[src/rtl/ultrasonic_ranger.sv]
// HC-SR04-class ranger: issues a trigger, times the echo pulse against a 1 us tick
// strobe and reports whole centimetres, with saturation, echo timeout and holdoff.
module ultrasonic_ranger #(
    parameter int TRIG_TICKS      = 10,
    parameter int US_PER_CM       = 58,
    parameter int MAX_CM          = 400,
    parameter int ECHO_WAIT_TICKS = 30000,
    parameter int HOLDOFF_TICKS   = 60000,
    parameter int AUTO_START      = 1,
    parameter int DIST_W          = 9
) (
    input  logic              ClockIn,
    input  logic              Reset,
    input  logic              TickIn,
    input  logic              StartIn,
    input  logic              EchoIn,
    output logic              TriggerOut,
    output logic [DIST_W-1:0] DistanceOut,
    output logic              DistanceValid,
    output logic              OverRange,
    output logic              TimeoutOut,
    output logic              Busy
);

    localparam int CNT_MAX = (ECHO_WAIT_TICKS > HOLDOFF_TICKS) ? ECHO_WAIT_TICKS : HOLDOFF_TICKS;
    localparam int CNT_W   = $clog2(CNT_MAX) + 1;
    localparam int SUB_W   = (US_PER_CM > 2) ? $clog2(US_PER_CM) : 1;

    typedef enum logic [2:0] {
        IDLE,
        TRIG,
        WAIT_ECHO,
        MEASURE,
        DRAIN,
        HOLDOFF
    } state_t;

    state_t            state_q, state_d;
    logic [1:0]        tick_sync_q, echo_sync_q;
    logic              tick_prev_q, echo_prev_q;
    logic [CNT_W-1:0]  cnt_q, cnt_d;
    logic [SUB_W-1:0]  sub_q, sub_d;
    logic [DIST_W-1:0] cm_q, cm_d;
    logic [DIST_W-1:0] dist_q, dist_d;
    logic              over_q, over_d;
    logic              valid_q, valid_d;
    logic              timeout_q, timeout_d;
    logic              trig_q;
    logic              tick, echo_s, echo_rise, sat;

    // True on the tick that completes a window of 'limit' ticks.
    function automatic logic last_tick(input logic [CNT_W-1:0] cnt, input int limit);
        return cnt == CNT_W'(limit - 1);
    endfunction

    assign tick      = tick_sync_q[1] & ~tick_prev_q;
    assign echo_s    = echo_sync_q[1];
    assign echo_rise = echo_sync_q[1] & ~echo_prev_q;

    always_comb begin
        state_d   = state_q;
        cnt_d     = cnt_q;
        sub_d     = sub_q;
        cm_d      = cm_q;
        dist_d    = dist_q;
        over_d    = over_q;
        valid_d   = 1'b0;
        timeout_d = 1'b0;
        sat       = 1'b0;
        case (state_q)
            IDLE: begin
                if (AUTO_START != 0 || StartIn) begin
                    state_d = TRIG;
                    cnt_d   = '0;
                end
            end
            TRIG: begin
                // Leaving on tick TRIG_TICKS+1 guarantees TRIG_TICKS whole ticks high.
                if (tick) begin
                    if (last_tick(cnt_q, TRIG_TICKS + 1)) begin
                        state_d = WAIT_ECHO;
                        cnt_d   = '0;
                    end else begin
                        cnt_d = cnt_q + 1'b1;
                    end
                end
            end
            WAIT_ECHO: begin
                if (echo_rise) begin
                    state_d = MEASURE;
                    sub_d   = '0;
                    cm_d    = '0;
                    cnt_d   = '0;
                end else if (tick) begin
                    if (last_tick(cnt_q, ECHO_WAIT_TICKS)) begin
                        timeout_d = 1'b1;
                        state_d   = HOLDOFF;
                        cnt_d     = '0;
                    end else begin
                        cnt_d = cnt_q + 1'b1;
                    end
                end
            end
            MEASURE: begin
                // A tick coinciding with the echo fall is counted before the result is taken.
                if (tick) begin
                    if (sub_q == SUB_W'(US_PER_CM - 1)) begin
                        sub_d = '0;
                        if (cm_q == DIST_W'(MAX_CM)) sat = 1'b1;
                        else cm_d = cm_q + 1'b1;
                    end else begin
                        sub_d = sub_q + 1'b1;
                    end
                end
                if (sat) begin
                    dist_d  = DIST_W'(MAX_CM);
                    over_d  = 1'b1;
                    valid_d = 1'b1;
                    state_d = DRAIN;
                    cnt_d   = '0;
                end else if (!echo_s) begin
                    dist_d  = cm_d;
                    over_d  = 1'b0;
                    valid_d = 1'b1;
                    state_d = HOLDOFF;
                    cnt_d   = '0;
                end
            end
            DRAIN: begin
                if (!echo_s) begin
                    state_d = HOLDOFF;
                    cnt_d   = '0;
                end else if (tick) begin
                    if (last_tick(cnt_q, ECHO_WAIT_TICKS)) begin
                        timeout_d = 1'b1;
                        state_d   = HOLDOFF;
                        cnt_d     = '0;
                    end else begin
                        cnt_d = cnt_q + 1'b1;
                    end
                end
            end
            HOLDOFF: begin
                if (tick) begin
                    if (last_tick(cnt_q, HOLDOFF_TICKS)) begin
                        state_d = IDLE;
                        cnt_d   = '0;
                    end else begin
                        cnt_d = cnt_q + 1'b1;
                    end
                end
            end
            default: state_d = IDLE;
        endcase
    end

    always_ff @(posedge ClockIn or posedge Reset) begin
        if (Reset) begin
            state_q     <= IDLE;
            tick_sync_q <= '0;
            echo_sync_q <= '0;
            tick_prev_q <= 1'b0;
            echo_prev_q <= 1'b0;
            cnt_q       <= '0;
            sub_q       <= '0;
            cm_q        <= '0;
            dist_q      <= '0;
            over_q      <= 1'b0;
            valid_q     <= 1'b0;
            timeout_q   <= 1'b0;
            trig_q      <= 1'b0;
        end else begin
            state_q     <= state_d;
            tick_sync_q <= {tick_sync_q[0], TickIn};
            echo_sync_q <= {echo_sync_q[0], EchoIn};
            tick_prev_q <= tick_sync_q[1];
            echo_prev_q <= echo_sync_q[1];
            cnt_q       <= cnt_d;
            sub_q       <= sub_d;
            cm_q        <= cm_d;
            dist_q      <= dist_d;
            over_q      <= over_d;
            valid_q     <= valid_d;
            timeout_q   <= timeout_d;
            trig_q      <= (state_d == TRIG);
        end
    end

    assign TriggerOut    = trig_q;
    assign DistanceOut   = dist_q;
    assign DistanceValid = valid_q;
    assign OverRange     = over_q;
    assign TimeoutOut    = timeout_q;
    assign Busy          = (state_q != IDLE);

endmodule

[config.mk]
export PLATFORM = sky130hd
export DESIGN_NAME = ultrasonic_ranger
export DESIGN_NICKNAME = d
export VERILOG_FILES = /design/src/rtl/ultrasonic_ranger.sv
export SDC_FILE = /design/constraint.sdc
export NUM_CORES = 1
export LEC_CHECK = 0
export CAP_MARGIN = 40
export CORE_MARGIN = 3
export CORE_UTILIZATION = 44
export CTS_BUF_LIST = sky130_fd_sc_hd__clkbuf_4 sky130_fd_sc_hd__clkbuf_8
export DETAILED_ROUTE_END_ITERATION = 8
export HOLD_SLACK_MARGIN = 0.05
export PLACE_DENSITY = 0.67
export REMOVE_ABC_BUFFERS = 1
export SLEW_MARGIN = 20
export SYNTH_ARGS = -nofsm -noshare
export SYNTH_HDL_FRONTEND = slang
export SYNTH_SLANG_ARGS = --single-unit
export TNS_END_PERCENT = 50
[constraint.sdc]
create_clock -name ClockIn -period 2.6 [get_ports ClockIn]
set_input_delay 0.52 -clock ClockIn [delete_from_list [all_inputs] [get_ports ClockIn]]
set_output_delay 0.52 -clock ClockIn [all_outputs]
set_load 0.05 [all_outputs]
* Word-level counts from Yosys, hierarchy flattened
Index checks and enable logic that the tools add are counted.
Word-level totals: bits in registers 54, bits in latches 0, RAM bits 0, memory bits (read-only) 0, logic and storage cells 92, memories kept 0
Cells by class: add/sub/neg operators 3, $mul 0, divide/modulo/power cells 0, $lt $le $gt $ge 0, eq/ne operators 17, shift operators 0, muxes and demuxes 47, bitwise operators 4, reductions and logical operators 8
Operator list (count):
- $mux 17 | 10
- $pmux 17 s6 | 1
- $mux 9 | 6
- $mux 3 | 10
- $mux 6 | 3
- $pmux 3 s6 | 1
- $pmux 9 s2 | 1
- $add 17x1->17 const B | 1
- $eq 17x15->1 const B | 1
- $eq 17x16->1 const B | 1
- $eq 17x4->1 const B | 1
- $mux 1 | 13
- $pmux 6 s2 | 1
- $add 9x1->9 const B | 1
- $eq 9x9->1 const B | 1
- $ne 2x2->1 const B | 4
- $add 6x1->6 const B | 1
- $eq 3x1->1 const B | 2
- $eq 3x2->1 const B | 2
- $eq 3x3->1 const B | 2
- $eq 6x6->1 const B | 1
- $reduce_bool 6->1 | 1
- $reduce_and 2->1 | 2
- $reduce_and 4->1 | 1
- other kinds (9) | 11

* Depth between registers and ports, before layout
depth after elaboration 8, mapped depth 9, gate-level depth less buffers 8

* Least setup slack after synthesis
OpenSTA, ideal clock, no wires.
path kind register to register, start reg sub_q[1], end reg cnt_q[3], arrival 1.910 ns, required time 2.471 ns, setup slack 0.561 ns, cell stages (with the launch flop) 10, path buffers 1, period minus slack after synthesis 2.039 ns, path through dfrtp_1 inv_1 ha_1 nand2_1 or4_4 or2_4 a41oi_2 and2_1 buf_4 o221ai_2
Between the ends: longest elaborated chain between the ends 6, elaborated cells on any way between the ends 8, classes of those cells 2 x eq/ne; 5 x mux; 1 x reduce/logical
Ends and longest elaborated chain:
- start, declared | line 42 | logic [SUB_W-1:0] sub_q, sub_d;
- start signal, assigned | line 179 | sub_q <= sub_d;
- $eq 6x6->1 (*) | line 107 | if (sub_q == SUB_W'(US_PER_CM - 1)) begin
- $mux 1 (*) | line 107
- $mux 1 (*) | line 106 | if (tick) begin
- $mux 1 (*) | line 70 | case (state_q)
- $mux 17 or $ne 3x3->1 (tied branches)
- $pmux 17 s6 or $reduce_and 4->1 (tied branches)
- end signal, assigned | line 178 | cnt_q <= cnt_d;
- end, declared | line 41 | logic [CNT_W-1:0] cnt_q, cnt_d;
Every way passes the cells marked *; elsewhere a longest branch is shown, timed or not. The select of a mux whose other input is x is not followed. A chain may end at the register's enable or synchronous reset.

* Worst setup path in the final report
start reg state_q[1], end out Busy
Between the ends: longest elaborated chain between the ends 1
Ends and longest elaborated chain:
- start, declared | line 38 | state_t state_q, state_d;
- start signal, assigned | line 173 | state_q <= state_d;
- $reduce_bool 3->1 | line 194 | assign Busy = (state_q != IDLE);
- end, declared | line 22 | output logic Busy
Every way passes these cells.

==> reports/qor.yml <==
wl_met2_mm: 2.88
max_freq_mhz: 415
initial_core_util_pct: 46.3
cts_hold_buf: 0
cts.sinks: 54
portBuffers: 17
period_share_pct: 92.7
netlist_area_sq_um: 2990
route.met3.wl_um: 280
synth_seq_cells: 54
synth_top_cell_by_area: "dfrtp_1"
routed.top_layer: "met4"
detail_route.wl_per_cell_um: 15.1
async_flop_share_pct: 100
die_h_um: 88.4
cp_max_fo: 11
synth_warnings: 0
yosysSeqAreaShare_pct: 45.2
path_clk_slew_ns: 0.11
outcome: "finished, final reports clean"
ys.flop_type: "dfrtp_1"
cap_violations: 0
drcViolationCount: 0
cp-end-kind: "output pin"
cpPeakStageDelay_ns: 0.82
grt_antenna_before_repair: 0
drt_wl_total_mm: 6.41
diodes: 0
drt-pass1-iter-count: 4
power_per_cell_area_nw_per_um2: 495
crit_path_top_delay_cell: "clkdlybuf4s50_1"
globalplace.congestion: 0.884
whs_ns: 0.356
ctsResizeCount: 0
drtIter0Drc: 191
clock-root-buffer: "clkbuf_8"
die-area_sq_um: 7820
drt-met1-wl_mm: 3.18
io_pins: 19
p_leak_nw: 1.38
ys_types: 49
path_cells: "nor2_1, nand2_1, clkdlybuf4s50_1"
cts-buffers-inserted: 5
path_buf_inv: 1
slew_viol_final: 0
num-fill-cells: 614
avgViaCountPerCell: 5.92
skew_ns: 0.0111
cts.repair_timing.setup_buffer_count: 0
layout-drive-gt1-share_pct: 7.76
rsz0062_at_grt: "false"
synth_common_cells: "dfrtp_1 (54), nand2_1 (41), nand3_1 (28)"
critPathRequiredTime_ns: 2.08
cp.arrival_ns: 1.89
drtAntennaViolNets: 0
period_needed_ns: 2.41
finalNetCount: 358
critPathTopFamily: "buffers and inverters"
grt_pass1_vias: 2343
gr-total-overflow: 0
hold_viol: 0
netlist_instances: 335
core_area_sq_um: 6460
setup_viol: 0
vdd_drop_max_v: 0.000235
routed-via-count: 2517
hold_path.class: "reg2reg"
netlist_top_cells_area: "dfrtp_1 (45%), nand2_1 (5.1%), nand3_1 (4.7%), a31oi_1 (4.4%), o21ai_0 (4.4%)"
setup_total_negative_slack_ns: 0
crit_type: "reg2out"
rows: 29
cts_tree: "done"
startpoint_type: "register"
die_x_um: 88.4
htree_num_levels: 2
grt_pass1_wl_mm: 11.3
grt_max_degree: 34
slew_headroom_pct: 45.6
yosys.cell_count.top_type: "dfrtp_1"
clock_path_buffers: 2
synthToLayoutAreaGrowth_pct: 11.9
dp_hpwl_mm: 4.53
grt_use_total_pct: 18.0
synth_top_area_share_pct: 45.2
clock_latency_ns: 0.31
syn_area_per_cell_sq_um: 8.92
synth-edff-count: 0
worstMarginPinSlew_ns: 0.813
[layout by cell type (no fill, tap or decap), types with 4 or more instances in the layout]
cell and n:
nor2_1 20, nand4_1 8, a41oi_1 4, clkbuf_8 5, nor3_1 5, dfrtp_1 54, o211ai_1 7, o21ai_0 26
buf_4 5, ha_1 6, a31oi_1 21, and3_1 6, o31ai_1 9, nand2_1 41, nand2b_1 5, nand3_1 28
nor2b_1 4, a21oi_1 13, inv_1 11, xnor2_1 5, clkdlybuf4s50_1 17
[worst register-to-register path, cell delays in order, from the launching register on]
cell and delay (ns):
dfrtp_1 0.43, inv_1 0.07, ha_1 0.13, nand2_1 0.07, or4_4 0.47, or2_4 0.29, a41oi_2 0.21, and2_1 0.40
o22ai_1 0.16
[power breakdown]
part	total [mW]	internal, mW	switching [mW]
combinational	0.147	0.0587	0.0888
sequential	0.914	0.871	0.0427
clock	0.593	0.294	0.299
[stage by stage]
| step | instances | worst slack [ns] | instance area, sq um | power (mW) | utilization, % |
|---|---|---|---|---|---|
| after floorplan | 317 | 0.278 | 2900 | 1.03 | - |
| after global placement | 417 | 0.294 | 3230 | 1.07 | 50.0 |
| after detailed placement | 417 | 0.242 | 3230 | 1.08 | 50.0 |
| after CTS | 425 | 0.176 | 3340 | 1.67 | 51.8 |
| after global routing | 425 | 0.0836 | 3340 | 1.74 | 51.8 |
| final | 425 | 0.189 | 3340 | 1.65 | 51.8 |
[registers in the layout, indices dropped and copies added (netlist names)]
signal / count
echo_prev_q: 1
DistanceOut: 9
cm_q: 9
state_q: 3
cnt_q: 17
DistanceValid: 1
sub_q: 6
tick_prev_q: 1
TriggerOut: 1
tick_sync_q: 2
OverRange: 1
echo_sync_q: 2
TimeoutOut: 1
[final timing paths]
kind	startpoint	end	slack (ns)	cells after the start
hold reg to reg	echo_sync_q[0]	echo_sync_q[1]	0.36	0
min in group asynchronous	Reset	echo_prev_q	0.53	2
setup reg to reg	sub_q[1]	cnt_q[1]	0.25	8
max in group asynchronous	Reset	cnt_q[11]	1.53	3
setup / recovery	state_q[1]	Busy	0.19	3
hold / removal	echo_sync_q[0]	echo_sync_q[1]	0.36	0
[layout make-up]
| class | instances | area [sq um] | share of cell area [%] |
|---|---|---|---|
| clock inverters | 3 | 47.5 | 1.42 |
| repair buffers | 23 | 228 | 6.81 |
| flip-flops and latches | 54 | 1350 | 40.4 |
| multi-input cells | 250 | 1500 | 45.0 |
| well taps | 77 | 96.3 | 2.88 |
| clock buffers | 5 | 68.8 | 2.06 |
| inverters | 13 | 48.8 | 1.46 |
[layer usage]
metal,vias up,GRT usage [%]
met1,1209,26.0
met2,51,27.9
met4,0,4.67
met3,8,3.45
met5,-,0
li1,1249,-
[cells by family (layout without fill, tap and decap cells)]
| group | Yosys count | in the layout | share of synthesized area (%) |
|---|---|---|---|
| AO/OA/AOI/OAI | 97 | 97 | 21.5 |
| multiplexers | 1 | 1 | 0.335 |
| adder cells (fa/ha/maj) | 6 | 6 | 2.51 |
| XOR/XNOR | 8 | 8 | 2.34 |
| AND/OR/NAND/NOR | 138 | 138 | 23.7 |
| flip-flops | 54 | 54 | 45.2 |
| buffers and inverters | 31 | 44 | 4.48 |
Power figures use the tool's default switching activity.
